`config.mk`:
```
export PLATFORM = sky130hd
export DESIGN_NAME = hilo_md_unit
export DESIGN_NICKNAME = d
export VERILOG_FILES = /design/src/rtl/hilo_pkg.sv /design/src/rtl/div_iter.sv /design/src/rtl/hilo_md_unit.sv
export SDC_FILE = /design/constraint.sdc
export NUM_CORES = 2
export LEC_CHECK = 0
export CORE_MARGIN = 5
export CORE_UTILIZATION = 60
export DETAILED_ROUTE_END_ITERATION = 10
export PLACE_DENSITY = 0.75
export SLEW_MARGIN = 20
export SYNTH_ARGS = -nofsm -noshare
export SYNTH_HDL_FRONTEND = slang
export SYNTH_SLANG_ARGS = --single-unit
```
`constraint.sdc`:
```
create_clock -name clk -period 16.8 [get_ports clk]
set_input_delay 1.68 -clock clk [delete_from_list [all_inputs] [get_ports clk]]
set_output_delay 1.68 -clock clk [all_outputs]
set_load 0.01 [all_outputs]
```
`src/rtl/hilo_pkg.sv`:
```
// Shared opcodes, FSM encoding and divide-by-zero constants for the HI/LO multiply/divide unit.
package hilo_pkg;

  localparam logic [2:0] OP_MULT  = 3'd0;
  localparam logic [2:0] OP_MULTU = 3'd1;
  localparam logic [2:0] OP_DIV   = 3'd2;
  localparam logic [2:0] OP_DIVU  = 3'd3;
  localparam logic [2:0] OP_MTHI  = 3'd4;
  localparam logic [2:0] OP_MTLO  = 3'd5;

  // Divide by zero fills LO with this bit; HI takes the dividend unchanged.
  localparam logic DIV0_LO_BIT = 1'b1;

  typedef enum logic [1:0] {
    ST_IDLE,
    ST_MUL,
    ST_DIV_RUN,
    ST_DIV_FIX
  } state_t;

  function automatic logic is_mul(input logic [2:0] code);
    return (code == OP_MULT) || (code == OP_MULTU);
  endfunction

  function automatic logic is_div(input logic [2:0] code);
    return (code == OP_DIV) || (code == OP_DIVU);
  endfunction

endpackage

```
`src/rtl/div_iter.sv`:
```
// Unsigned restoring divider on operand magnitudes: one quotient bit per cycle, WIDTH cycles.
module div_iter #(
  parameter int WIDTH = 32
) (
  input  logic             clk,
  input  logic             rst,
  input  logic             start,
  input  logic             abort,
  input  logic [WIDTH-1:0] dividend,
  input  logic [WIDTH-1:0] divisor,
  output logic [WIDTH-1:0] quotient,
  output logic [WIDTH-1:0] remainder,
  output logic             valid,
  output logic             last
);

  localparam int CW = $clog2(WIDTH + 1);

  logic [WIDTH-1:0] rem_q, quo_q, dvs_q;
  logic [CW-1:0]    cnt;
  logic             running;
  logic [WIDTH:0]   partial, diff;

  // Trial subtraction of the divisor from the shifted partial remainder.
  always_comb begin
    partial = {rem_q, quo_q[WIDTH-1]};
    diff    = partial - {1'b0, dvs_q};
  end

  assign last      = running && (cnt == CW'(1));
  assign quotient  = quo_q;
  assign remainder = rem_q;

  always_ff @(posedge clk or posedge rst) begin
    if (rst) begin
      rem_q   <= '0;
      quo_q   <= '0;
      dvs_q   <= '0;
      cnt     <= '0;
      running <= 1'b0;
      valid   <= 1'b0;
    end else if (abort) begin
      running <= 1'b0;
      valid   <= 1'b0;
    end else if (start) begin
      rem_q   <= '0;
      quo_q   <= dividend;
      dvs_q   <= divisor;
      cnt     <= CW'(WIDTH);
      running <= 1'b1;
      valid   <= 1'b0;
    end else if (running) begin
      if (!diff[WIDTH]) begin
        rem_q <= diff[WIDTH-1:0];
        quo_q <= {quo_q[WIDTH-2:0], 1'b1};
      end else begin
        rem_q <= partial[WIDTH-1:0];
        quo_q <= {quo_q[WIDTH-2:0], 1'b0};
      end
      cnt <= cnt - CW'(1);
      if (last) begin
        running <= 1'b0;
        valid   <= 1'b1;
      end
    end
  end

endmodule

```
`src/rtl/hilo_md_unit.sv`:
```
// HI/LO register pair with a pipelined multiplier and an iterative divider behind a valid/ready issue port.
module hilo_md_unit
  import hilo_pkg::*;
#(
  parameter int WIDTH      = 32,
  parameter int MUL_STAGES = 2
) (
  input  logic             clk,
  input  logic             rst,
  input  logic             op_valid,
  input  logic [2:0]       op,
  input  logic [WIDTH-1:0] src_a,
  input  logic [WIDTH-1:0] src_b,
  input  logic             flush,
  output logic             op_ready,
  output logic             busy,
  output logic             done,
  output logic [WIDTH-1:0] hi_o,
  output logic [WIDTH-1:0] lo_o
);

  localparam logic [1:0] MUL_LAST = 2'(MUL_STAGES - 1);

  state_t state, state_nx;

  logic               accept, sdiv, div_start, div_valid, div_last;
  logic               wr_en, div_zero, q_neg, r_neg;
  logic [1:0]         mul_cnt;
  logic [WIDTH-1:0]   a_r, a_mag, b_mag, div_q, div_r;
  logic [2*WIDTH-1:0] wr_val;
  logic [2*WIDTH-1:0] mul_pipe [MUL_STAGES];

  // Operands are sign- or zero-extended to 2*WIDTH; the low 2*WIDTH product bits are exact either way.
  function automatic logic [2*WIDTH-1:0] mul_full(input logic [WIDTH-1:0] a,
                                                  input logic [WIDTH-1:0] b,
                                                  input logic sgn);
    logic [2*WIDTH-1:0] ae, be;
    ae = {{WIDTH{sgn & a[WIDTH-1]}}, a};
    be = {{WIDTH{sgn & b[WIDTH-1]}}, b};
    return ae * be;
  endfunction

  assign accept   = op_valid && op_ready && !flush;
  assign op_ready = (state == ST_IDLE);
  assign busy     = !op_ready;
  assign sdiv     = (op == OP_DIV);
  assign a_mag    = (sdiv && src_a[WIDTH-1]) ? -src_a : src_a;
  assign b_mag    = (sdiv && src_b[WIDTH-1]) ? -src_b : src_b;

  div_iter #(.WIDTH(WIDTH)) u_div (
    .clk       (clk),
    .rst       (rst),
    .start     (div_start),
    .abort     (flush),
    .dividend  (a_mag),
    .divisor   (b_mag),
    .quotient  (div_q),
    .remainder (div_r),
    .valid     (div_valid),
    .last      (div_last)
  );

  always_ff @(posedge clk or posedge rst) begin
    if (rst) state <= ST_IDLE;
    else     state <= state_nx;
  end

  always_comb begin
    state_nx  = state;
    wr_en     = 1'b0;
    wr_val    = '0;
    div_start = 1'b0;
    case (state)
      ST_IDLE: begin
        if (accept && is_mul(op)) begin
          state_nx = ST_MUL;
        end else if (accept && is_div(op)) begin
          state_nx  = ST_DIV_RUN;
          div_start = 1'b1;
        end
      end
      ST_MUL: begin
        if (flush) begin
          state_nx = ST_IDLE;
        end else if (mul_cnt == MUL_LAST) begin
          state_nx = ST_IDLE;
          wr_en    = 1'b1;
          wr_val   = mul_pipe[MUL_STAGES-1];
        end
      end
      ST_DIV_RUN: begin
        if (flush)         state_nx = ST_IDLE;
        else if (div_last) state_nx = ST_DIV_FIX;
      end
      ST_DIV_FIX: begin
        state_nx = ST_IDLE;
        if (!flush && div_valid) begin
          wr_en = 1'b1;
          if (div_zero) wr_val = {a_r, {WIDTH{DIV0_LO_BIT}}};
          else          wr_val = {r_neg ? -div_r : div_r, q_neg ? -div_q : div_q};
        end
      end
      default: state_nx = ST_IDLE;
    endcase
  end

  // Product enters the pipe at acceptance, so the HI/LO write lands MUL_STAGES edges later.
  always_ff @(posedge clk or posedge rst) begin
    if (rst) begin
      for (int i = 0; i < MUL_STAGES; i++) mul_pipe[i] <= '0;
    end else begin
      if (accept && is_mul(op)) mul_pipe[0] <= mul_full(src_a, src_b, op == OP_MULT);
      for (int i = 1; i < MUL_STAGES; i++) mul_pipe[i] <= mul_pipe[i-1];
    end
  end

  always_ff @(posedge clk or posedge rst) begin
    if (rst) begin
      mul_cnt  <= '0;
      done     <= 1'b0;
      a_r      <= '0;
      div_zero <= 1'b0;
      q_neg    <= 1'b0;
      r_neg    <= 1'b0;
    end else begin
      done    <= wr_en;
      mul_cnt <= (state == ST_MUL) ? mul_cnt + 2'd1 : 2'd0;
      if (div_start) begin
        a_r      <= src_a;
        div_zero <= (src_b == '0);
        q_neg    <= sdiv && (src_a[WIDTH-1] ^ src_b[WIDTH-1]);
        r_neg    <= sdiv && src_a[WIDTH-1];
      end
    end
  end

  // MTHI/MTLO are only accepted in IDLE, so they never collide with a MULT/DIV result write.
  always_ff @(posedge clk or posedge rst) begin
    if (rst) begin
      hi_o <= '0;
      lo_o <= '0;
    end else if (wr_en) begin
      {hi_o, lo_o} <= wr_val;
    end else if (accept && op == OP_MTHI) begin
      hi_o <= src_a;
    end else if (accept && op == OP_MTLO) begin
      lo_o <= src_a;
    end
  end

endmodule

```
# == Yosys cells after proc, flatten, opt, wreduce, memory -nomap -nowiden ==
# Index checks and enable logic that the tools add are counted.
# word_totals
reg_bits,336
inputBits,71
output_inout_bits,67
word_cells,116
# op_classes
add_sub_neg,7
multipliers,1
n_eq_ne,14
n_mux,45
n_bitwise,4
reduce_logical,28
# op_table
cell,count
32-bit two-way mux,14
64-bit two-way mux,4
32-bit negator,4
64-bit case mux with 2 select lines,1
33-bit by 33-bit multiplier with 64-bit output,1
33-bit by 32-bit subtractor with 33-bit output,1
32-bit logical NOT,1
1-bit two-way mux,15
2-bit two-way mux,7
6-bit two-way mux,2
1-bit logical AND,11
2-bit case mux with 4 select lines,1
2-bit AND reduction,4
"3-bit by 2-bit == test with 1-bit output, second input constant",2
"3-bit == test, second input constant",2
"6-bit by 1-bit == test with 1-bit output, second input constant",1
"3-bit != test, second input constant",2
2-bit nonzero test,3
3-bit nonzero test,2
"6-bit by 1-bit subtractor with 6-bit output, second input constant",1
"2-bit by 1-bit == test with 1-bit output, second input constant",2
"2-bit == test, second input constant",2
"3-bit by 1-bit == test with 1-bit output, second input constant",1
3-bit logical NOT,1
11 further kinds,14

# == Depth between registers and ports, before layout ==
# logic_depth
ltp_word,9
depth_mapped,31
depth_no_buf,29

# == Cells and area by module ==
# A second synthesis with hierarchy kept.
# unflattened
hier_cells,6254
area_unflattened_um2,55859.8
# by_module_without_submodules
mod,instances,cells_each,area_per_inst_um2,seq_area_each_um2
hilo_md_unit,1,5518,49478.7,5805.6
div_iter,1,736,6381.1,2602.5

# == Worst setup path before layout ==
# No wires, ideal clock.
# synth_timing
kind,in2reg
startpoint,input port src_a[31]
endpoint,register mul_pipe[127] in the netlist's numbering
setup_time_ns,0.082
t_arrival_ns,9.207
required_time_ns,16.718
setup_slack_ns,7.511
stages,28
n_path_buf,2
cell_sequence,clkbuf_1 > and2_1 > clkbuf_1 > nand2_1 > inv_1 > fa_1 > inv_1 > fa_1 > inv_1 > fa_1 > fa_1 > inv_1 > fa_1 > fa_1 > fa_1 > fa_1 > inv_1 > ha_1 > a21oi_1 > nor2b_1 > o21ai_0 > nand2b_1 > a21o_1 > a21o_1 > a21oi_1 > nor2b_1 > or4_1 > a31oi_1
# synth_between
elab_chain_len,2
# synth_lines
element,line,text
"start, declared",hilo_md_unit.sv:12,"input logic [WIDTH-1:0] src_a,"
1-bit AND,hilo_md_unit.sv:38,"ae = {{WIDTH{sgn & a[WIDTH-1]}}, a};"
33-bit by 33-bit multiplier with 64-bit output (*),hilo_md_unit.sv:40,return ae * be;
"end, declared",hilo_md_unit.sv:31,logic [2*WIDTH-1:0] mul_pipe [MUL_STAGES];
# Every way passes the cells marked *; elsewhere a longest branch is shown, timed or not.
# A chain may end at the register's enable or synchronous reset.

# == Worst setup path in the final report ==
# layout_timing
startpoint,input port op[2]
endpoint,register mul_pipe[124] in the netlist's numbering
# layout_between
elab_chain_len,3
word_cells_on_any_way,7
classes_between,mul: 1; eq/ne: 1; bitwise: 2; reduce/logical: 3
# layout_lines
element,line,text
"start, declared",hilo_md_unit.sv:11,"input logic [2:0] op,"
3-bit logical NOT or 3-bit by 1-bit == test with 1-bit output (tied branches),"hilo_pkg.sv:22, hilo_md_unit.sv:112",
1-bit AND (tied with other cells),hilo_md_unit.sv:38,
33-bit by 33-bit multiplier with 64-bit output or 1-bit logical AND (tied branches),"hilo_md_unit.sv:40, hilo_md_unit.sv:112",
# Several ways; a longest one is shown, not always the timed one.

==> impl_metrics.env <==
export IMPL_maxSlewViolCount=0
export IMPL_cts_tree="built"
export IMPL_netlist_instances=6181
export IMPL_path_depth=29
export IMPL_cts_sinks=336
export IMPL_ff2ff_setup_slack_ps=12390
export IMPL_endpoint="mul_pipe[124]$_DFFE_PP0P_"
export IMPL_timing_worst_setup_path_type="in2reg"
export IMPL_fin_cells=7333
export IMPL_vias=43489
export IMPL_cp_slowest_stage_delay_ps=620
export IMPL_postCtsHoldBufs=0
export IMPL_routedWlPerCell_um=22.25
export IMPL_final_util=0.6422
export IMPL_placed_area_mm2=0.05770
export IMPL_antenna_found_initial=3
export IMPL_wl_um=163200
export IMPL_grt_setup_unrepaired="no"
export IMPL_hp_class="reg2reg"
export IMPL_cp_arrival_ps=10900
export IMPL_cp_end_kind="flop"
export IMPL_postRouteAntennaNets=0
export IMPL_grt_overflow=0
export IMPL_timing_slew_headroom=0.2982
export IMPL_synth_most_common_cell="inv_1"
export IMPL_rows=111
export IMPL_synth_area_leaders="fa_1 41%, dfrtp_1 15%, inv_1 7.9%"
export IMPL_clk_path_buf_depth=3
export IMPL_post_cts_resized=0
export IMPL_skew_ps=21.19
export IMPL_syn_cell_area_mm2=0.05561
export IMPL_grt_max_degree=114
export IMPL_avgSynthCellArea_um2=8.998
export IMPL_grt_usage=0.3335
export IMPL_slowest_stage="and2_1"
export IMPL_yosys_warnings=0
export IMPL_cp_max_fo=21
export IMPL_n_fill_cell=7533
export IMPL_synth_ff_type="dfrtp_1"
export IMPL_die_w_um=314.5
export IMPL_synthArstFlopShare=1.000
export IMPL_synth_top_area_cell="fa_1"
export IMPL_synth_common_cells="1168 x inv_1, 1126 x fa_1, 1061 x nand2_1"
export IMPL_grt_first_pass_wirelength_um=256800
export IMPL_cp_common_cell="fa_1"
export IMPL_htreeDepth=2
export IMPL_firstDrtPassIters=5
export IMPL_cts_root_buf="clkbuf_16"
export IMPL_worstReg2RegStart="u_div.quotient[31]$_DFFE_PP0P_"
export IMPL_io_pins=138
export IMPL_fin_crit_ps=10450
export IMPL_core_mm2=0.09180
export IMPL_cap_viol_max_count=0
export IMPL_area_growth_syn_to_layout_pct=6.005
export IMPL_die_y_um=314.5
export IMPL_drc=0
export IMPL_die_area_mm2=0.09888
export IMPL_nNetsFinal=7513
export IMPL_placed_cells=7268
export IMPL_cts_buffers=35
export IMPL_portBuffers=137
export IMPL_final_hold_viol_count=0
export IMPL_tns_ps=0
export IMPL_dp_hpwl_um=120300
export IMPL_startpoint_type="input port"
export IMPL_cp_data_required_time_ps=17240
export IMPL_cts_clk_slew_worst_paths_ps=60
export IMPL_fin_crit_sh=0.6222
export IMPL_cp_startpoint="op[2]"
export IMPL_gp_congestion=0.9616
export IMPL_synth_top_cell_area_share=0.4053
export IMPL_path_delay_family="adder cells"
export IMPL_r2r_end="u_div.remainder[7]$_DFFE_PP0P_"
export IMPL_outcome="finished, final reports clean"
export IMPL_postCtsSetupBuffers=0
export IMPL_viasPerCell=5.931
export IMPL_synth_edff_count=0
export IMPL_drive_gt1_frac=0.03844
export IMPL_synth_seq_cells=336
export IMPL_reg2reg_depth=15
export IMPL_start_util=0.6058
export IMPL_syn_nets=7630
export IMPL_yosysUniqueCellTypes=81
export IMPL_final_cell_area_mm2=0.05895
export IMPL_synth_yosys_seq_area_share=0.1512
export IMPL_insertion_delay_ps=540
export IMPL_first_global_vias=45311
export IMPL_cp_num_buf_inv=7
export IMPL_tightest_slew_ps=1049
export IMPL_drtIter0Drc=4084
export IMPL_fmax_mhz=95.66
export IMPL_setup_violations=0
placed cells by master, fill, tap and decap left out, types with 11 or more instances in the layout:
cell type           n
clkdlybuf4s50_1   106
o31ai_1            46
nand4_1            20
nand3_1            57
a22oi_1            37
a21o_1             54
ha_1              252
nor2_1            225
clkbuf_16          35
buf_2              31
nor2b_1            11
fa_1             1126
or3_1              21
xor2_1             77
dfrtp_1           335
nor3_1             36
a221oi_1           24
and2_1            330
mux2i_1            37
a211oi_1           16
o21ai_0           267
nand2_1          1060
xnor2_1           116
inv_1            1167
o21bai_1           12
o21a_1             15
or4_1              13
a31oi_1            61
o41ai_1            17
a21oi_1           161
buf_4              96
o211ai_1           13
nand2b_1           22
and3_1             35
metal layers:
metal | vias to the layer above | wire length [um] | GRT usage
li1 | 18576 | - | -
met4 | 2 | 7633 | 0.1308
met1 | 22091 | 63180 | 0.4559
met2 | 2358 | 73770 | 0.5230
met3 | 462 | 18590 | 0.07886
met5 | - | 13 | 0
worst min-delay path by stage:
stage                                   to  slack [ps]  depth (start not counted)                 startpoint
global route        mul_pipe[31]$_DFF_PP0_         380                          0   mul_pipe[95]$_DFFE_PP0P_
CTS                 mul_pipe[41]$_DFF_PP0_         370                          0  mul_pipe[105]$_DFFE_PP0P_
detailed placement  mul_pipe[10]$_DFF_PP0_         360                          0   mul_pipe[74]$_DFFE_PP0P_
floorplan           mul_pipe[57]$_DFF_PP0_         350                          0  mul_pipe[121]$_DFFE_PP0P_
global placement    mul_pipe[61]$_DFF_PP0_         360                          0  mul_pipe[125]$_DFFE_PP0P_
finish               mul_pipe[5]$_DFF_PP0_         370                          0   mul_pipe[69]$_DFFE_PP0P_
registers in the layout, summed over array words and instances, names as in the netlist, 6 cells and up:
signal	flops
hi_o	32
u_div.dvs_q	32
mul_pipe	128
u_div.remainder	32
u_div.quotient	32
lo_o	32
a_r	32
u_div.cnt	6
cell type report:
class	instances	area, um2	share of cell area
Timing Repair Buffer	235	1984	0.03366
Clock inverter	15	211.5	0.003587
Sequential cell	336	8409	0.1426
Multi-Input combinational cell	4287	41410	0.7024
Antenna cell	3	7.507	0.0001273
Tap cell	1243	1555	0.02638
Clock buffer	45	983.4	0.01668
Inverter	1169	4395	0.07456
cells by family (layout without fill, tap and decap cells):
kind of cell,count (synthesis),in the layout,share of synthesized area
fa+ha+maj,1378,1378,0.4620
xor+xnor,194,194,0.03069
other cells,0,3,0
compound gates,791,791,0.08945
mux,41,41,0.007537
flops,336,336,0.1512
simple gates,1883,1883,0.1536
buf+inv,1558,1464,0.1055
stage by stage:
stage,hold slack [ps],setup WS [ps]
after global routing,375.5,5830
after CTS,372.8,6397
final,367.8,6347
after floorplan,348.8,5810
after detailed placement,358.3,5875
after global placement,357.6,6104
Power is not shown: default switching activity piles up to over one toggle a cycle in this logic, so the estimate is an artifact.
